## config.mk

```make
export PLATFORM = sky130hd
export DESIGN_NAME = spu_mailbox_responder
export DESIGN_NICKNAME = d
export VERILOG_FILES = /design/src/rtl/spu_mailbox_pkg.sv /design/src/rtl/mbox_timeout_ctr.sv /design/src/rtl/spu_mailbox_responder.sv
export SDC_FILE = /design/constraint.sdc
export NUM_CORES = 1
export LEC_CHECK = 0
export BUFFER_PORTS_ARGS = -buffer_cell sky130_fd_sc_hd__buf_2
export CAP_MARGIN = 15
export CORE_ASPECT_RATIO = 1.5
export CORE_MARGIN = 2
export CORE_UTILIZATION = 45
export CTS_CLUSTER_SIZE = 24
export DETAILED_ROUTE_END_ITERATION = 16
export HOLD_SLACK_MARGIN = 0.12
export PLACE_DENSITY = 0.8
export SLEW_MARGIN = 20
export SYNTH_ARGS = -nofsm -noshare
export SYNTH_HDL_FRONTEND = slang
export SYNTH_SLANG_ARGS = --single-unit
export TNS_END_PERCENT = 100
```

## constraint.sdc

```tcl
create_clock -name clk -period 3.55 [get_ports clk]
set_clock_uncertainty 0.15 [all_clocks]
set_input_delay 0.1775 -clock clk [delete_from_list [all_inputs] [get_ports clk]]
set_output_delay 0.1775 -clock clk [all_outputs]
set_load 0.01 [all_outputs]
```

## src/rtl/spu_mailbox_pkg.sv

```systemverilog
// Shared types and constants for the SPU mailbox responder.
package spu_mailbox_pkg;

    // Responder FSM states
    typedef enum logic [1:0] {
        IDLE   = 2'd0,
        LAUNCH = 2'd1,
        WAIT   = 2'd2,
        ACK    = 2'd3
    } state_e;

    // Control PIO bit positions
    localparam int unsigned CTRL_REQ     = 0;
    localparam int unsigned CTRL_CLR_ERR = 1;

    // Status PIO bit positions
    localparam int unsigned STAT_ACK     = 0;
    localparam int unsigned STAT_BUSY    = 1;
    localparam int unsigned STAT_ERR     = 2;
    localparam int unsigned STAT_LTO     = 3;
    localparam int unsigned STAT_SEQ_LSB = 8;
    localparam int unsigned STAT_SEQ_W   = 8;
    localparam int unsigned STATUS_W     = 32;

    // Result published when the SPU never answers (IEEE-754 quiet NaN)
    localparam logic [31:0] QNAN = 32'h7FC0_0000;

    // Assemble the software-visible status word; unused bits read as zero
    function automatic logic [STATUS_W-1:0] pack_status(
        input logic                  ack,
        input logic                  busy,
        input logic                  err,
        input logic                  lto,
        input logic [STAT_SEQ_W-1:0] seq
    );
        logic [STATUS_W-1:0] s;
        s                                = '0;
        s[STAT_ACK]                      = ack;
        s[STAT_BUSY]                     = busy;
        s[STAT_ERR]                      = err;
        s[STAT_LTO]                      = lto;
        s[STAT_SEQ_LSB +: STAT_SEQ_W]    = seq;
        return s;
    endfunction

endpackage

```

## src/rtl/mbox_timeout_ctr.sv

```systemverilog
// Cycle counter bounding how long the responder waits for spu_done.
module mbox_timeout_ctr #(
    parameter int unsigned TIMEOUT_CYC = 1024
) (
    input  logic clk_i,
    input  logic reset_i,
    input  logic clear_i,
    input  logic enable_i,
    output logic expired_c_o
);

    localparam int unsigned CNT_W = (TIMEOUT_CYC < 2) ? 1 : $clog2(TIMEOUT_CYC);
    localparam logic [CNT_W-1:0] CNT_LAST = CNT_W'(TIMEOUT_CYC - 1);

    logic [CNT_W-1:0] cnt_q;
    logic [CNT_W-1:0] cnt_d;

    // Clear has priority; otherwise count while enabled
    always_comb begin
        cnt_d = cnt_q;
        if (clear_i) begin
            cnt_d = '0;
        end else if (enable_i) begin
            cnt_d = cnt_q + CNT_W'(1);
        end
    end

    // Counter register
    always_ff @(posedge clk_i) begin
        if (reset_i) begin
            cnt_q <= '0;
        end else begin
            cnt_q <= cnt_d;
        end
    end

    // Final allowed wait cycle reached while counting
    assign expired_c_o = enable_i && (cnt_q == CNT_LAST);

endmodule

```

## src/rtl/spu_mailbox_responder.sv

```systemverilog
// Four-phase req/ack responder between the SoC PIOs and the SPU datapath.
module spu_mailbox_responder #(
    parameter int unsigned DATA_W      = 32,
    parameter int unsigned TIMEOUT_CYC = 1024,
    parameter int unsigned SEQ_W       = 8
) (
    input  logic              clk,
    input  logic              reset,
    input  logic [31:0]       ctrl_in,
    input  logic [DATA_W-1:0] operand_in,
    output logic [31:0]       status_out,
    output logic [DATA_W-1:0] result_out,
    output logic [DATA_W-1:0] spu_x,
    output logic              spu_start,
    input  logic              spu_done,
    input  logic [DATA_W-1:0] spu_y
);

    import spu_mailbox_pkg::*;

    state_e state_q;
    state_e state_d;

    logic              req_q;
    logic              clr_q;

    logic [DATA_W-1:0] spu_x_q;
    logic [DATA_W-1:0] spu_x_d;
    logic              spu_start_q;
    logic              spu_start_d;
    logic [DATA_W-1:0] result_q;
    logic [DATA_W-1:0] result_d;
    logic              ack_q;
    logic              ack_d;
    logic              busy_q;
    logic              busy_d;
    logic              err_q;
    logic              err_d;
    logic              lto_q;
    logic              lto_d;
    logic [SEQ_W-1:0]  seq_q;
    logic [SEQ_W-1:0]  seq_d;

    logic              tmo_clear;
    logic              tmo_en;
    logic              tmo_expired;
    logic              done_evt;
    logic              tmo_evt;

    // Only req and clr_err are meaningful in the control word
    logic              unused_ctrl;
    assign unused_ctrl = ^ctrl_in[31:2];

    // Wait-cycle counter: zeroed at launch, runs only while waiting
    assign tmo_clear = (state_q == LAUNCH);
    assign tmo_en    = (state_q == WAIT);

    mbox_timeout_ctr #(
        .TIMEOUT_CYC (TIMEOUT_CYC)
    ) u_timeout (
        .clk_i       (clk),
        .reset_i     (reset),
        .clear_i     (tmo_clear),
        .enable_i    (tmo_en),
        .expired_c_o (tmo_expired)
    );

    // Completion wins over a coincident timeout
    assign done_evt = (state_q == WAIT) && spu_done;
    assign tmo_evt  = (state_q == WAIT) && !spu_done && tmo_expired;

    // Synchronise the software control bits once
    always_ff @(posedge clk) begin
        if (reset) begin
            req_q <= 1'b0;
            clr_q <= 1'b0;
        end else begin
            req_q <= ctrl_in[CTRL_REQ];
            clr_q <= ctrl_in[CTRL_CLR_ERR];
        end
    end

    // FSM state register
    always_ff @(posedge clk) begin
        if (reset) begin
            state_q <= IDLE;
        end else begin
            state_q <= state_d;
        end
    end

    // FSM next-state logic
    always_comb begin
        state_d = state_q;
        unique case (state_q)
            IDLE:    if (req_q)                   state_d = LAUNCH;
            LAUNCH:                               state_d = WAIT;
            WAIT:    if (spu_done || tmo_expired) state_d = ACK;
            ACK:     if (!req_q)                  state_d = IDLE;
            default:                              state_d = IDLE;
        endcase
    end

    // FSM output logic: next values for the registered outputs
    always_comb begin
        spu_x_d     = spu_x_q;
        result_d    = result_q;
        err_d       = err_q;
        lto_d       = lto_q;
        seq_d       = seq_q;
        spu_start_d = (state_d == LAUNCH);
        busy_d      = (state_d == LAUNCH) || (state_d == WAIT);
        ack_d       = (state_d == ACK);

        // Operand is frozen at request time and held through the operation
        if ((state_q == IDLE) && req_q) begin
            spu_x_d = operand_in;
        end

        if (done_evt) begin
            result_d = spu_y;
            lto_d    = 1'b0;
        end

        // Clear first so a coincident timeout still leaves err set
        if (clr_q) begin
            err_d = 1'b0;
        end

        if (tmo_evt) begin
            result_d = DATA_W'(QNAN);
            err_d    = 1'b1;
            lto_d    = 1'b1;
        end

        // Count each completed transaction on ACK entry
        if ((state_d == ACK) && (state_q != ACK)) begin
            seq_d = seq_q + SEQ_W'(1);
        end
    end

    // Output and datapath registers
    always_ff @(posedge clk) begin
        if (reset) begin
            spu_x_q     <= '0;
            spu_start_q <= 1'b0;
            result_q    <= '0;
            ack_q       <= 1'b0;
            busy_q      <= 1'b0;
            err_q       <= 1'b0;
            lto_q       <= 1'b0;
            seq_q       <= '0;
        end else begin
            spu_x_q     <= spu_x_d;
            spu_start_q <= spu_start_d;
            result_q    <= result_d;
            ack_q       <= ack_d;
            busy_q      <= busy_d;
            err_q       <= err_d;
            lto_q       <= lto_d;
            seq_q       <= seq_d;
        end
    end

    assign spu_x      = spu_x_q;
    assign spu_start  = spu_start_q;
    assign result_out = result_q;
    assign status_out = pack_status(ack_q, busy_q, err_q, lto_q, STAT_SEQ_W'(seq_q));

endmodule

```

# == Yosys cells after proc, flatten, opt, wreduce, memory -nomap -nowiden ==
# Cells that the tools add are included.
# classes
n_addsub,2
n_eq_ne,8
n_mux,10
reduce_logical,14
# ops
operator,count
$mux 31,2
$add 10x1->10 const B,1
$eq 10x10->1 const B,1
$add 8x1->8 const B,1
$eq 2x2->1 const B,4
$pmux 2 s4,1
$logic_and 1x1->1,6
$mux 2,3
$eq 2x1->1 const B,2
$mux 1,4
$reduce_bool 2->1,2
$reduce_or 2->1,2
$logic_not 2->1,1
$logic_or 1x1->1,2
$ne 2x2->1 const B,1
$logic_not 1->1,1
# totals
register_bits,91
input_bits,99
out_inout_bits,97
word_cells,47

# == Depth between registers and ports, before layout ==
# Gate-level depths: netlist of run 1.
# logic_depth
ltp_word,7
depth_mapped,10
mapped_depth_nobuf,8

# == Cells and area by module ==
# From an unflattened synthesis of run 1, not the netlist that was laid out.
# hier_totals
hier_cells,438
hier_area_um2,3619.7
# modules_own_cells
mod,n_inst,cells_per_inst,area_each_um2,seq_area_each_um2
spu_mailbox_responder,1,385,3144.3,1621.6
mbox_timeout_ctr,1,53,475.5,200.2

# == Least setup slack after synthesis of run 1 ==
# No wires, ideal clock.
# synth_timing
kind,flip-flop to flip-flop
from,reg u_timeout.cnt_q[0]
to,reg seq_q[7]
setup_ps,121
arrival_time_ps,2501
required_ps,3279
slack_ps,778
path_stages_with_launch,10
path_buffers,1
period_less_slack_ps,2772
path_cell_list,dfxtp_1 -> ha_1 -> nand3_2 -> or4_1 -> nand2_1 -> ha_1 -> a21bo_2 -> buf_2 -> nor4_1 -> mux2_2
# synth_between
elab_chain_len,7
# synth_rtl
item,line,rtl
"start, declared",mbox_timeout_ctr.sv:15,logic [CNT_W-1:0] cnt_q;
"start signal, assigned",mbox_timeout_ctr.sv:33,cnt_q <= cnt_d;
$eq 10x10->1,mbox_timeout_ctr.sv:38,assign expired_c_o = enable_i && (cnt_q == CNT_LAST);
$logic_and 1x1->1,mbox_timeout_ctr.sv:38,
$logic_or 1x1->1,spu_mailbox_responder.sv:98,WAIT: if (spu_done || tmo_expired) state_d = ACK;
$mux 2,spu_mailbox_responder.sv:98,
$pmux 2 s4,spu_mailbox_responder.sv:95,unique case (state_q)
net state_d[0],spu_mailbox_responder.sv:22,state_e state_d;
$eq 2x2->1,--,
net ack_d,spu_mailbox_responder.sv:34,logic ack_d;
$logic_and 1x1->1,spu_mailbox_responder.sv:137,if ((state_d == ACK) && (state_q != ACK)) begin
"end signal, assigned",spu_mailbox_responder.sv:161,seq_q <= seq_d;
"end, declared",spu_mailbox_responder.sv:41,logic [SEQ_W-1:0] seq_q;
# The timed path passes the listed nets, and every way through them passes these cells.
# A chain may end at the register's enable or synchronous reset.

# == Worst setup path in the final report of run 1 ==
# Same ends and word-level chain as after synthesis.

==> run summary, run 1 <==
Routed WL: 10400 microns
Port Buffers: 145
CP arrival: 3070 ps
Synth area leaders: dfxtp_1 50%, nand2_1 14%, a21oi_1 10%
sequential-to-total area share from yosys stat: 0.496
ys async rst share: 0
Reg clk slew, reported paths: 60 ps
vias per inst: 4.98
final setup vio count: 0
full die area: 8910 sq um
Post-Synthesis Cells: 447
dpl ws: 537 ps
commonest non-fill, non-tap cell in the layout: buf_2
fin crit period: 3000 ps
vias in the first global route: 3666
Detail Placement HPWL: 6010 microns
total CTS buffers: 9
Overall Global Routing Usage: 0.231
fin. max-slew vios: 0
Area Growth Syn to Fin: 44.6%
Rows: 40
Yosys warning count: 0
mapped cell area: 3670 sq um
DIE WIDTH: 77.7 microns
RSZ-0062 raised after global routing: false
H-tree Lvls: 3
ys flop type: dfxtp_1
Startpoint Class: register
Max Freq: 0.333 GHz
n_diodes: 0
HP Class: primary input to register
power consumption: 2.29 mW
Worst-Skew Late Latency: 330 ps
Slew HR: 0.349
Slew @ Worst Pin: 972 ps
crit-path max FO: 11
Crit Path Class: register to register
Initial Utilization: 0.461
most frequent cells in the layout: 145 x buf_2, 136 x nand2_1, 91 x dfxtp_1, 73 x a21oi_1, 66 x dlygate4sd3_1
Gates resized, CTS repair: 0
Yosys top cell by area: dfxtp_1
sequential cell area: 1820 sq um
global-route wire length before repair: 16500 microns
Mapped Avg Cell Area: 8.21 sq um
R2R Setup Slk: 550 ps
fin nets: 745
Via Count: 3743
antenna violations before repair: 0
Fillers: 603
Cell variety after synth: 39
post-route setup TNS: 0 ps
Req. time, crit path: 3620 ps
Final ANT Viol Nets: 0
Max VDD drop: 0.000326 V
number of synthesized flops with an enable pin: 0
average wire per standard cell: 13.9 microns
clk buf depth: 2
PD cells: 432 nW/um^2
Die Y: 115 microns
total gr overflow: 0
Core Box Area: 7960 sq um
Sink Count: 91
num ports: 196
multi-input logic area: 1590 sq um
status: finished, final reports clean
post-synth top area share: 0.496
drt pass-1 iters: 4
Placed Cells: 670
Final Hold Viols: 0
Setup WS post-layout: 549 ps
max_cap viols: 0
layout cells sized above 1: 0.269
Leak: 2.35 nW
largest net degree at the start of global routing: 34
period utilisation layout: 0.845
root buffer cell: clkbuf_16
CTS tree: yes
critical path endpoint category: register
flops & latches, synth: 91
initial DRC count: 176
DR DRC count: 0
RePlAce Congestion: 0.743
post-route insts no fill: 751
[power by group]
group | internal, mW | leakage (nW) | switching (mW)
registers | 1.06 | 0.738 | 0.0185
logic | 0.133 | 1.47 | 0.144
clock network | 0.579 | 0.146 | 0.361
total | 1.77 | 2.35 | 0.523
[synthesized netlist by cell type, drive strengths merged (4+ instances only)]
master and count:
inv 9, o21ai 5, nor2 5, o31ai 8, nor2b 6, dfxtp 91
nand3b 5, nand4 4, buf 34, a31oi 9, or4 10, ha 4
nand3 6, a21oi 73, clkbuf 19, nand2 136
[state kept, by name, summed over array words and instances (netlist names), 2 cells and up]
signal / count
result_out: 32
seq_q: 8
u_timeout.cnt_q: 10
spu_x: 32
state_q: 2
[per-layer routing]
metal	up-vias	track usage	wire (microns)
met5	-	0	0
met4	0	0.137	362
met3	35	0.0489	725
met2	165	0.418	5350
li1	1843	-	-
met1	1700	0.242	3960
[worst max-delay path, cell delays in order (launching register included)]
cell and delay (ps):
dfxtp_1 390, ha_1 260, nand3_2 190, or4_1 560, nand2_1 130, ha_1 180
a21bo_2 290, nor4_1 350, mux2_2 380
[cell families (layout without fill, tap and decap cells)]
family,Yosys count,count (layout),synth area share
mux,2,2,0.00613
flops,91,91,0.496
fa+ha+maj,4,4,0.0136
buf+inv,62,242,0.0948
xor+xnor,2,2,0.00477
simple gates,183,183,0.227
other cells,1,20,0.00102
compound gates,102,102,0.156
[layout make-up]
type                       count  area share
clock inverter                 2     0.00660
clock buffer                  13      0.0490
tap                          105      0.0247
inverter                       9     0.00636
multi-input combinational    313       0.299
sequential                    91       0.343
timing repair buffer         218       0.271
[per-stage QoR]
step / util / hold slack [ps] / cell area (sq um)
floorplan: - / 156 / 3740
global route: 0.667 / 226 / 5310
CTS: 0.667 / 186 / 5310
global placement: 0.547 / 244 / 4350
detailed placement: 0.547 / 251 / 4350
finish: 0.667 / 197 / 5310
[path summary, 6_finish.rpt]
path / depth (start not counted) / startpoint / to
max reg2reg: 8 / u_timeout.cnt_q[0]$_SDFFE_PP0P_ / seq_q[7]$_SDFFE_PP0P_
min: 4 / spu_done / state_q[0]$_SDFF_PP0_
min reg2reg: 2 / spu_x[18]$_SDFFE_PP0P_ / spu_x[18]$_SDFFE_PP0P_
max: 8 / u_timeout.cnt_q[0]$_SDFFE_PP0P_ / seq_q[7]$_SDFFE_PP0P_
[repair_timing]
item / CTS / global route
hold buffers: 66 / 0
buffers inserted: 0 / 0
endpoints found under the hold margin: 66 / 0
No activity file was read; power rests on OpenSTA's default activity.
==> run 2, diff against run 1 <==
- ABC_AREA: not set -> 1
- clock period: 3.55 -> 3.1 ns (I/O delays scaled with it)
==> run summary, run 2 <==
status: finished, final reports clean (unchanged)
Rows: 40 (unchanged)
Leak: 2.60 nW (was 2.35 nW)
Synth top cells by count: 117 x nor2_1, 103 x nand2_1, 91 x dfxtp_1 (was 136 x nand2_1, 91 x dfxtp_1, 73 x a21oi_1)
dpl ws: 739 ps (was 537 ps)
Worst-Skew Late Latency: 330 ps (about the same)
total gr overflow: 0 (unchanged)
final core occ: 0.677 (was 0.667)
flops & latches, synth: 91 (unchanged)
vias per inst: 4.67 (was 4.98)
post-synth top area share: 0.499 (was 0.496)
hold path cells: 4 (unchanged)
Core Box Area: 7960 sq um (unchanged)
Fillers: 598 (was 603)
end of the worst hold path: lto_q$_SDFFE_PP0P_ (was state_q[0]$_SDFF_PP0_)
multi-input logic area: 1490 sq um (was 1590 sq um)
ys async rst share: 0 (unchanged)
CTS tree: yes (unchanged)
HP Class: primary input to register (unchanged)
Via Count: 3809 (was 3743)
Yosys warning count: 0 (unchanged)
fin nets: 809 (was 745)
Final Hold Viols: 0 (unchanged)
root buffer cell: clkbuf_16 (unchanged)
fin. max-slew vios: 0 (unchanged)
Req. time, crit path: 3180 ps (was 3620 ps)
Post-CTS Setup Bufs: 0 (unchanged)
RSZ-0062 raised after global routing: false (unchanged)
Detail Placement HPWL: 5720 microns (was 6010 microns)
CTS Hold Bufs: 77 (was 66)
Slew @ Worst Pin: 971 ps (was 972 ps)
layout cells sized above 1: 0.246 (was 0.269)
crit-path max FO: 26 (was 11)
largest net degree at the start of global routing: 40 (was 34)
final setup vio count: 0 (unchanged)
most frequent cells in the layout: 145 x buf_2, 117 x nor2_1, 103 x nand2_1, 91 x dfxtp_1, 77 x dlygate4sd3_1 (was 145 x buf_2, 136 x nand2_1, 91 x dfxtp_1, 73 x a21oi_1, 66 x dlygate4sd3_1)
worst-case reg-to-reg path depth: 12 (was 8)
vias in the first global route: 3741 (was 3666)
Mapped Avg Cell Area: 7.36 sq um (was 8.21 sq um)
launch point of the worst reg-to-reg path: state_q[0]$_SDFF_PP0_ (was u_timeout.cnt_q[0]$_SDFFE_PP0P_)
most common cell in the netlist: nor2_1 (was nand2_1)
antenna violations before repair: 0 (unchanged)
Port Buffers: 145 (unchanged)
RePlAce Congestion: 0.793 (was 0.743)
Setup WS post-layout: 727 ps (was 549 ps)
Synth area leaders: dfxtp_1 50%, nor2_1 12%, nand2_1 11% (was dfxtp_1 50%, nand2_1 14%, a21oi_1 10%)
R2R Setup Slk: 730 ps (was 550 ps)
Startpoint Class: register (unchanged)
Max VDD drop: 0.000342 V (was 0.000326 V)
Sink Count: 91 (unchanged)
Initial Utilization: 0.459 (was 0.461)
full die area: 8870 sq um (was 8910 sq um)
mapped cell area: 3650 sq um (was 3670 sq um)
max_cap viols: 0 (unchanged)
Yosys top cell by area: dfxtp_1 (unchanged)
CP arrival: 2450 ps (was 3070 ps)
Area Growth Syn to Fin: 47.4% (was 44.6%)
commonest non-fill, non-tap cell in the layout: buf_2 (unchanged)
clk buf depth: 2 (unchanged)
Gates resized, CTS repair: 0 (unchanged)
reg2reg end: seq_q[6]$_SDFFE_PP0P_ (was seq_q[7]$_SDFFE_PP0P_)
Slew HR: 0.352 (was 0.349)
drt pass-1 iters: 5 (was 4)
H-tree Lvls: 3 (unchanged)
average wire per standard cell: 12.3 microns (was 13.9 microns)
fin crit period: 2370 ps (was 3000 ps)
critical path endpoint category: register (unchanged)
DR DRC count: 0 (unchanged)
sequential cell area: 1820 sq um (unchanged)
ys flop type: dfxtp_1 (unchanged)
PD cells: 491 nW/um^2 (was 432 nW/um^2)
number of synthesized flops with an enable pin: 0 (unchanged)
post-route setup TNS: 0 ps (unchanged)
Overall Global Routing Usage: 0.233 (was 0.231)
DIE WIDTH: 77.6 microns (was 77.7 microns)
Reg clk slew, reported paths: 60 ps (about the same)
num ports: 196 (unchanged)
global-route wire length before repair: 16800 microns (was 16500 microns)
Final ANT Viol Nets: 0 (unchanged)
Routed WL: 10100 microns (was 10400 microns)
initial DRC count: 168 (was 176)
Max Freq: 0.421 GHz (was 0.333 GHz)
total CTS buffers: 9 (unchanged)
Die Y: 114 microns (was 115 microns)
sequential-to-total area share from yosys stat: 0.499 (was 0.496)
Post-Synthesis Cells: 496 (was 447)
period utilisation layout: 0.765 (was 0.845)
hold_sp: spu_done (unchanged)
Crit Path Class: register to register (unchanged)
Cell variety after synth: 25 (was 39)
n_diodes: 0 (unchanged)
==> run 2: changes by cell type in the layout (fill, tap and decap cells not counted), sizes merged, moves of 9 or more <==
cell         previous run  this run
nor2                    5       122
a21oi                  73        36
o21ai                   5        39
nand2                 136       106
inv                     9        35
dlygate4sd3            66        77
or4                    10         0
a31oi                   9         0
==> run 2: logic make-up after synthesis <==
family	synth area share
AOI/OAI and AO/OA	0.107
and+or+nand+nor	0.262
other	0.00103
xor gates and xnor gates	0.00480
buffers and inverters	0.113
adders and majority gates	0.0137
DFF	0.499
==> run 2: metal layers <==
| layer | wire [microns] | vias to the layer above | track usage |
|---|---|---|---|
| met5 | 0 | - | 0 |
| met4 | 210 | 0 | 0.111 |
| met3 | 808 | 18 | 0.0497 |
| met2 | 5100 | 180 | 0.428 |
| met1 | 3950 | 1697 | 0.253 |
| li1 | - | 1914 | - |
==> run 2: layout make-up <==
cell class	count	share of cell area
clock buffer	13	0.0502
inverter	35	0.0244
sequential	91	0.338
tap	105	0.0244
multi-input combinational	344	0.277
clock inverter	3	0.00395
timing repair buffer	225	0.282
==> run 2: worst max path at each step <==
| stage | from | to | slack (ps) |
|---|---|---|---|
| 3_3_place_gp | state_q[0]$_SDFF_PP0_ | seq_q[6]$_SDFFE_PP0P_ | 840 |
| 3_5_place_dp | state_q[0]$_SDFF_PP0_ | seq_q[6]$_SDFFE_PP0P_ | 740 |
| 5_1_grt | state_q[0]$_SDFF_PP0_ | seq_q[7]$_SDFFE_PP0P_ | 450 |
| 6_report | state_q[0]$_SDFF_PP0_ | seq_q[6]$_SDFFE_PP0P_ | 730 |
| 2_1_floorplan | u_timeout.cnt_q[1]$_SDFFE_PP0P_ | seq_q[6]$_SDFFE_PP0P_ | 1140 |
| 4_1_cts | state_q[0]$_SDFF_PP0_ | seq_q[6]$_SDFFE_PP0P_ | 730 |
==> run 2: stage by stage <==
stage,cells,cell area [sq um],total power [mW],hold WS (ps)
floorplan,515,3720,1.45,112
global placement,723,4320,1.53,205
finish,816,5380,2.64,190
CTS,816,5380,2.65,174
detailed placement,723,4320,1.54,219
global route,816,5380,2.76,221
==> run 2: power breakdown <==
| part | switching, mW | internal (mW) | total (mW) |
|---|---|---|---|
| logic | 0.183 | 0.167 | 0.350 |
| registers | 0.0280 | 1.22 | 1.25 |
| clock network | 0.436 | 0.609 | 1.05 |
| total | 0.647 | 2.00 | 2.64 |
==> run 2: critical path, cell delays in order, from the launching register on <==
cell     delay [ps]
dfxtp_1         410
inv_2            50
nand2_2         200
nor2_2           70
inv_2           320
nand3_1         220
ha_1            260
nand2_1         120
inv_1            90
nand2_1          90
nor2_1           80
a21oi_1         140
nor2_1           60
